==> src/rtl/seg7_display_ctrl.sv <==
// Hex seven-segment display controller: shadowed value/dp, leading-zero blanking,
// 16-step PWM dimming, and either static per-digit or time-multiplexed scan outputs.
module seg7_display_ctrl #(
    parameter int DIGITS     = 4,
    parameter int MULTIPLEX  = 0,
    parameter int SCAN_DIV   = 50000,
    parameter int ACTIVE_LOW = 1
) (
    input  logic                  clk,
    input  logic                  reset,
    input  logic [4*DIGITS-1:0]   value,
    input  logic [DIGITS-1:0]     dp,
    input  logic                  load,
    input  logic                  blank_lz,
    input  logic [3:0]            brightness,
    output logic [8*DIGITS-1:0]   seg,
    output logic [7:0]            scan_seg,
    output logic [DIGITS-1:0]     scan_en
);

    localparam int             IW       = (DIGITS > 1) ? $clog2(DIGITS) : 1;
    localparam int             PW       = $clog2(SCAN_DIV);
    localparam logic [PW-1:0]  PRESC_TC = PW'(SCAN_DIV - 1);
    localparam logic [IW-1:0]  IDX_LAST = IW'(DIGITS - 1);
    localparam logic           INV      = (ACTIVE_LOW != 0);

    logic [4*DIGITS-1:0] r_value;
    logic [DIGITS-1:0]   r_dp;
    logic [3:0]          r_pwm;
    logic [PW-1:0]       r_presc;
    logic [IW-1:0]       r_idx;
    logic [8*DIGITS-1:0] r_seg;
    logic [7:0]          r_scan_seg;
    logic [DIGITS-1:0]   r_scan_en;

    logic                w_active;
    logic                w_tc;
    logic [8*DIGITS-1:0] w_pat;
    logic [7:0]          w_cur_pat;
    logic [DIGITS-1:0]   w_cur_en;

    function automatic logic [6:0] f_decode(input logic [3:0] nib);
        case (nib)
            4'h0: f_decode = 7'h3F;
            4'h1: f_decode = 7'h06;
            4'h2: f_decode = 7'h5B;
            4'h3: f_decode = 7'h4F;
            4'h4: f_decode = 7'h66;
            4'h5: f_decode = 7'h6D;
            4'h6: f_decode = 7'h7D;
            4'h7: f_decode = 7'h07;
            4'h8: f_decode = 7'h7F;
            4'h9: f_decode = 7'h6F;
            4'hA: f_decode = 7'h77;
            4'hB: f_decode = 7'h7C;
            4'hC: f_decode = 7'h39;
            4'hD: f_decode = 7'h5E;
            4'hE: f_decode = 7'h79;
            default: f_decode = 7'h71;
        endcase
    endfunction

    always_ff @(posedge clk) begin
        if (reset) begin
            r_value <= '0;
            r_dp    <= '0;
        end else if (load) begin
            r_value <= value;
            r_dp    <= dp;
        end
    end

    always_ff @(posedge clk) begin
        if (reset) r_pwm <= '0;
        else       r_pwm <= r_pwm + 4'd1;
    end

    assign w_active = (r_pwm < brightness);
    assign w_tc     = (r_presc == PRESC_TC);

    // Walk from the most significant digit down; a digit blanks only while the
    // run of zeros from the top is unbroken, and digit 0 always shows.
    always_comb begin : pat_build
        logic v_lz_run;
        w_pat    = '0;
        v_lz_run = blank_lz;
        for (int d = DIGITS - 1; d >= 0; d--) begin
            v_lz_run = v_lz_run && (r_value[4*d +: 4] == 4'h0);
            if (v_lz_run && (d != 0)) w_pat[8*d +: 8] = 8'h00;
            else                      w_pat[8*d +: 8] = {r_dp[d], f_decode(r_value[4*d +: 4])};
        end
    end

    always_comb begin
        w_cur_pat = '0;
        w_cur_en  = '0;
        for (int d = 0; d < DIGITS; d++) begin
            if (IW'(d) == r_idx) begin
                w_cur_pat   = w_pat[8*d +: 8];
                w_cur_en[d] = 1'b1;
            end
        end
    end

    always_ff @(posedge clk) begin
        if (reset) r_seg <= '0;
        else       r_seg <= (MULTIPLEX == 0 && w_active) ? w_pat : '0;
    end

    // The terminal-count cycle doubles as the inter-digit dead time.
    always_ff @(posedge clk) begin
        if (reset) begin
            r_presc    <= '0;
            r_idx      <= '0;
            r_scan_seg <= '0;
            r_scan_en  <= '0;
        end else begin
            r_presc <= w_tc ? '0 : r_presc + 1'b1;
            if (w_tc) r_idx <= (r_idx == IDX_LAST) ? '0 : r_idx + 1'b1;
            if (MULTIPLEX != 0 && !w_tc && w_active) begin
                r_scan_seg <= w_cur_pat;
                r_scan_en  <= w_cur_en;
            end else begin
                r_scan_seg <= '0;
                r_scan_en  <= '0;
            end
        end
    end

    assign seg      = (reset ? '0 : r_seg)      ^ {(8*DIGITS){INV}};
    assign scan_seg = (reset ? '0 : r_scan_seg) ^ {8{INV}};
    assign scan_en  = (reset ? '0 : r_scan_en)  ^ {DIGITS{INV}};

endmodule

==> config.mk <==
export PLATFORM = sky130hd
export DESIGN_NAME = seg7_display_ctrl
export DESIGN_NICKNAME = d
export VERILOG_FILES = /design/src/rtl/seg7_display_ctrl.sv
export SDC_FILE = /design/constraint.sdc
export NUM_CORES = 1
export LEC_CHECK = 0
export CAP_MARGIN = 20
export CORE_MARGIN = 5
export CORE_UTILIZATION = 40
export DETAILED_ROUTE_END_ITERATION = 10
export GPL_TIMING_DRIVEN = 0
export PLACE_DENSITY = 0.71
export SETUP_SLACK_MARGIN = 0.15
export SYNTH_ARGS = -nofsm -noshare
export SYNTH_HDL_FRONTEND = slang
export SYNTH_SLANG_ARGS = --single-unit
==> constraint.sdc <==
create_clock -name clk -period 2.2 [get_ports clk]
set_input_delay 0.44 -clock clk [delete_from_list [all_inputs] [get_ports clk]]
set_output_delay 0.44 -clock clk [all_outputs]
set_load 0.02 [all_outputs]
==> impl_metrics.xml <==
<?xml version="1.0" encoding="UTF-8"?>
<metrics>
  <group name="synthesis">
    <metric name="synthesis.yosys.warnings" unit="">0</metric>
    <metric name="mappedNetlistArea" unit="um^2">3107</metric>
    <metric name="synth_enable_flop_cells" unit="">0</metric>
    <metric name="ys.flop_type" unit="">dfxtp_1</metric>
    <metric name="yosys.area.top_type_share" unit="%">36.09</metric>
    <metric name="biggest_area_contributors_in_the_synthesized_netlist" unit="">dfxtp_1 (36%), ha_1 (13%), nand2b_1 (8.9%)</metric>
    <metric name="synth-seq-area-share" unit="%">36.09</metric>
    <metric name="post_synth_num_cell_types" unit="">36</metric>
    <metric name="syn_avg_cell_area" unit="um^2">9.192</metric>
    <metric name="ys_seq_elements" unit="">56</metric>
    <metric name="async_flop_share" unit="%">0</metric>
    <metric name="synthesis.instances" unit="">338</metric>
    <metric name="yosysTopAreaCell" unit="">dfxtp_1</metric>
  </group>
  <group name="die">
    <metric name="floorplan.die_area" unit="um^2">9630</metric>
    <metric name="floorplan.core_area" unit="um^2">7647</metric>
    <metric name="std_cell_rows" unit="">32</metric>
    <metric name="die_height" unit="um">98.13</metric>
    <metric name="floorplan.die.width" unit="um">98.13</metric>
    <metric name="i_o_pin_cnt" unit="">72</metric>
    <metric name="initial_utilization" unit="%">40.63</metric>
  </group>
  <group name="cells_and_area">
    <metric name="layout.nets" unit="">475</metric>
    <metric name="filler_cell_count" unit="">717</metric>
    <metric name="synthToLayoutAreaGrowth" unit="%">27.27</metric>
    <metric name="layout-drive-gt1-share" unit="%">18.27</metric>
    <metric name="antennaDiodeCount" unit="">0</metric>
  </group>
  <group name="cts">
    <metric name="cts_buffer_depth" unit="">2</metric>
    <metric name="cts_tree" unit="">built</metric>
    <metric name="cts_sinks" unit="">56</metric>
    <metric name="ctsHoldBuffers" unit="">0</metric>
    <metric name="cts-root-buf" unit="">clkbuf_8</metric>
    <metric name="htree_num_levels" unit="">2</metric>
    <metric name="numCtsBuffers" unit="">5</metric>
    <metric name="clk_transition_reported_paths" unit="ps">100</metric>
    <metric name="worstSkewPairLatency" unit="ps">310</metric>
  </group>
  <group name="global_route">
    <metric name="global_route.overflow_total" unit="">0</metric>
    <metric name="grt_max_degree" unit="">17</metric>
    <metric name="number_of_antenna_violations_at_the_first_check_in_global_routing" unit="">0</metric>
    <metric name="grt_use_total" unit="%">14.03</metric>
    <metric name="first_pass_grt_wire_length" unit="um">11190</metric>
    <metric name="grt_pass1_vias" unit="">2438</metric>
  </group>
  <group name="power">
    <metric name="max-vdd-ir-drop" unit="mV">0.3042</metric>
    <metric name="post-layout-total-power" unit="W">0.002385</metric>
    <metric name="leakagePower" unit="nW">1.674</metric>
    <metric name="power-per-cell-area" unit="nW/um^2">603.2</metric>
  </group>
  <group name="sta">
    <metric name="whs" unit="ps">432.3</metric>
    <metric name="timing.final.crit_period" unit="ps">1958</metric>
    <metric name="finalCritPeriodShare" unit="%">89.00</metric>
    <metric name="fin_skew" unit="ps">8.074</metric>
    <metric name="clock.fmax" unit="GHz">0.5107</metric>
    <metric name="setup_viol" unit="">0</metric>
    <metric name="final-hold-violation-count" unit="">0</metric>
    <metric name="finalMaxSlewViolations" unit="">0</metric>
    <metric name="grt_setup_unrepaired" unit="">false</metric>
  </group>
  <group name="worst_setup_path">
    <metric name="critPathMaxStageDelay" unit="ps">460</metric>
    <metric name="cp-start-kind" unit="">input port</metric>
    <metric name="timing.critical_path.arrival" unit="ps">2160</metric>
    <metric name="critical_path_cell_with_the_highest_stage_delay" unit="">clkdlybuf4s50_1</metric>
    <metric name="cp_cell_sequence" unit="">clkdlybuf4s50_1 &gt; inv_1 &gt; ha_1 &gt; a211oi_2 &gt; o21ai_2 &gt; buf_4 &gt; a2111oi_4</metric>
    <metric name="critPathMaxFanout" unit="">10</metric>
    <metric name="worst-setup-path-type" unit="">input port to register</metric>
    <metric name="critical_path.endpoint_type" unit="">register</metric>
    <metric name="cp.required" unit="ps">2400</metric>
  </group>
  <group name="place">
    <metric name="routabilityCongestion" unit="">0.9137</metric>
    <metric name="port_buffers" unit="">58</metric>
    <metric name="final_hpwl_from_detailed_placement" unit="um">5124</metric>
  </group>
  <group name="worst_hold_path">
    <metric name="worst_hold_path_type" unit="">register to register</metric>
  </group>
  <group name="status">
    <metric name="outcome" unit="">complete, no violations</metric>
  </group>
  <group name="job">
    <metric name="cap_viol_max_count" unit="">0</metric>
  </group>
  <group name="route">
    <metric name="via_count" unit="">2442</metric>
    <metric name="drt-initial-drc-count" unit="">58</metric>
    <metric name="drt_pre_antenna_iters" unit="">4</metric>
    <metric name="post-route-drc-count" unit="">0</metric>
    <metric name="vias_per_cell" unit="">4.714</metric>
    <metric name="ant_nets" unit="">0</metric>
    <metric name="wire_per_inst" unit="um">13.01</metric>
    <metric name="routed_wl" unit="um">6739</metric>
  </group>
</metrics>
[per-layer routing]
layer | up-vias | share of wire, % | track usage (%)
met3 | 10 | 5.0 | 3.929
met4 | 0 | 1.5 | 4.412
met2 | 67 | 48 | 23.66
met1 | 1107 | 45 | 17.39
li1 | 1258 | - | -
met5 | - | 0 | 0
[power breakdown]
part           total (W)  internal [W]  switching, W
sequential       0.00115       0.00111     0.0000441
clock           0.000663      0.000338      0.000324
combinational   0.000571      0.000262      0.000309
total            0.00238       0.00171      0.000678
[worst max-delay path, delay by kind of cell]
family | cells | cell delay, ps
AO/OA/AOI/OAI | 3 | 680
buffers and inverters | 3 | 730
adder cells (fa/ha/maj) | 1 | 320
[metrics by stage]
| step | cell area, um^2 | cells | worst slack (ps) | utilization [%] | setup TNS (ps) |
|---|---|---|---|---|---|
| floorplan | 3148 | 349 | 529.3 | - | 0 |
| global placement | 3856 | 509 | -710.1 | 50.43 | -19220 |
| detailed placement | 3856 | 509 | -752.1 | 50.43 | -22660 |
| CTS | 3906 | 518 | 138.2 | 51.08 | 0 |
| global route | 3954 | 518 | 113.1 | 51.70 | 0 |
| finish | 3954 | 518 | 242.0 | 51.70 | 0 |
[final timing paths]
check,start,end,slack [ps],depth (start not counted)
setup / recovery,brightness[3],r_seg[30],240,7
setup reg to reg,r_value[13],r_seg[18],300,7
hold reg to reg,r_dp[0],r_seg[7],430,2
hold / removal,r_dp[0],r_seg[7],430,2
[cell families (layout without fill, tap and decap cells)]
logic type	after synthesis	in the layout	synth area share, %
mux	29	29	10.15
buf+inv	54	121	8.780
simple gates	126	126	21.34
flops	56	56	36.09
fa+ha+maj	32	32	12.89
xor+xnor	2	2	0.5639
compound gates	38	38	10.07
other cells	1	12	0.1207
[cells in the mapped netlist (2+ instances only)]
| cell type | instances |
|---|---|
| a221oi_1 | 2 |
| mux4_2 | 2 |
| a21oi_1 | 6 |
| dfxtp_1 | 56 |
| o21ai_0 | 4 |
| nor4_1 | 4 |
| inv_1 | 18 |
| a211oi_1 | 7 |
| nand2b_1 | 44 |
| nor2_1 | 39 |
| and3_1 | 2 |
| buf_2 | 8 |
| buf_4 | 12 |
| ha_1 | 32 |
| a2111oi_0 | 2 |
| buf_6 | 2 |
| nor2b_1 | 5 |
| o21ai_1 | 2 |
| mux2i_1 | 27 |
| a2111oi_2 | 7 |
| nor3_1 | 12 |
| nor3b_1 | 6 |
| inv_2 | 2 |
| a31oi_1 | 4 |
| clkbuf_1 | 12 |
| nand2_1 | 11 |
[flip-flops by register name (all words and copies together), names as in the netlist]
signal	count
r_pwm	4
r_dp	4
r_value	16
r_seg	32
[cells in the final DEF (no fill, tap or decap), types with 16 or more instances in the layout]
| master | synthesis | routed |
|---|---|---|
| buf_2 | 8 | 27 |
| buf_4 | 12 | 16 |
| clkdlybuf4s50_1 | 0 | 25 |
| dfxtp_1 | 56 | 56 |
| ha_1 | 32 | 32 |
| inv_1 | 18 | 18 |
| mux2i_1 | 27 | 27 |
| nand2b_1 | 44 | 44 |
| nor2_1 | 39 | 39 |
[cell type report]
| class | count | area (um^2) | area share, % |
|---|---|---|---|
| multi-input combinational | 239 | 1812 | 45.82 |
| sequential | 56 | 1121 | 28.35 |
| timing repair buffer | 59 | 478.0 | 12.09 |
| buffer | 34 | 232.7 | 5.886 |
| tap | 102 | 127.6 | 3.228 |
| inverter | 20 | 75.07 | 1.899 |
| clock buffer | 6 | 72.57 | 1.835 |
| clock inverter | 2 | 35.03 | 0.8861 |
[what timing repair did]
item	in CTS	in global routing
setup endpoints to repair	48	48
resized for setup	118	11
buffers inserted	1	0
Power figures use the tool's default switching activity.
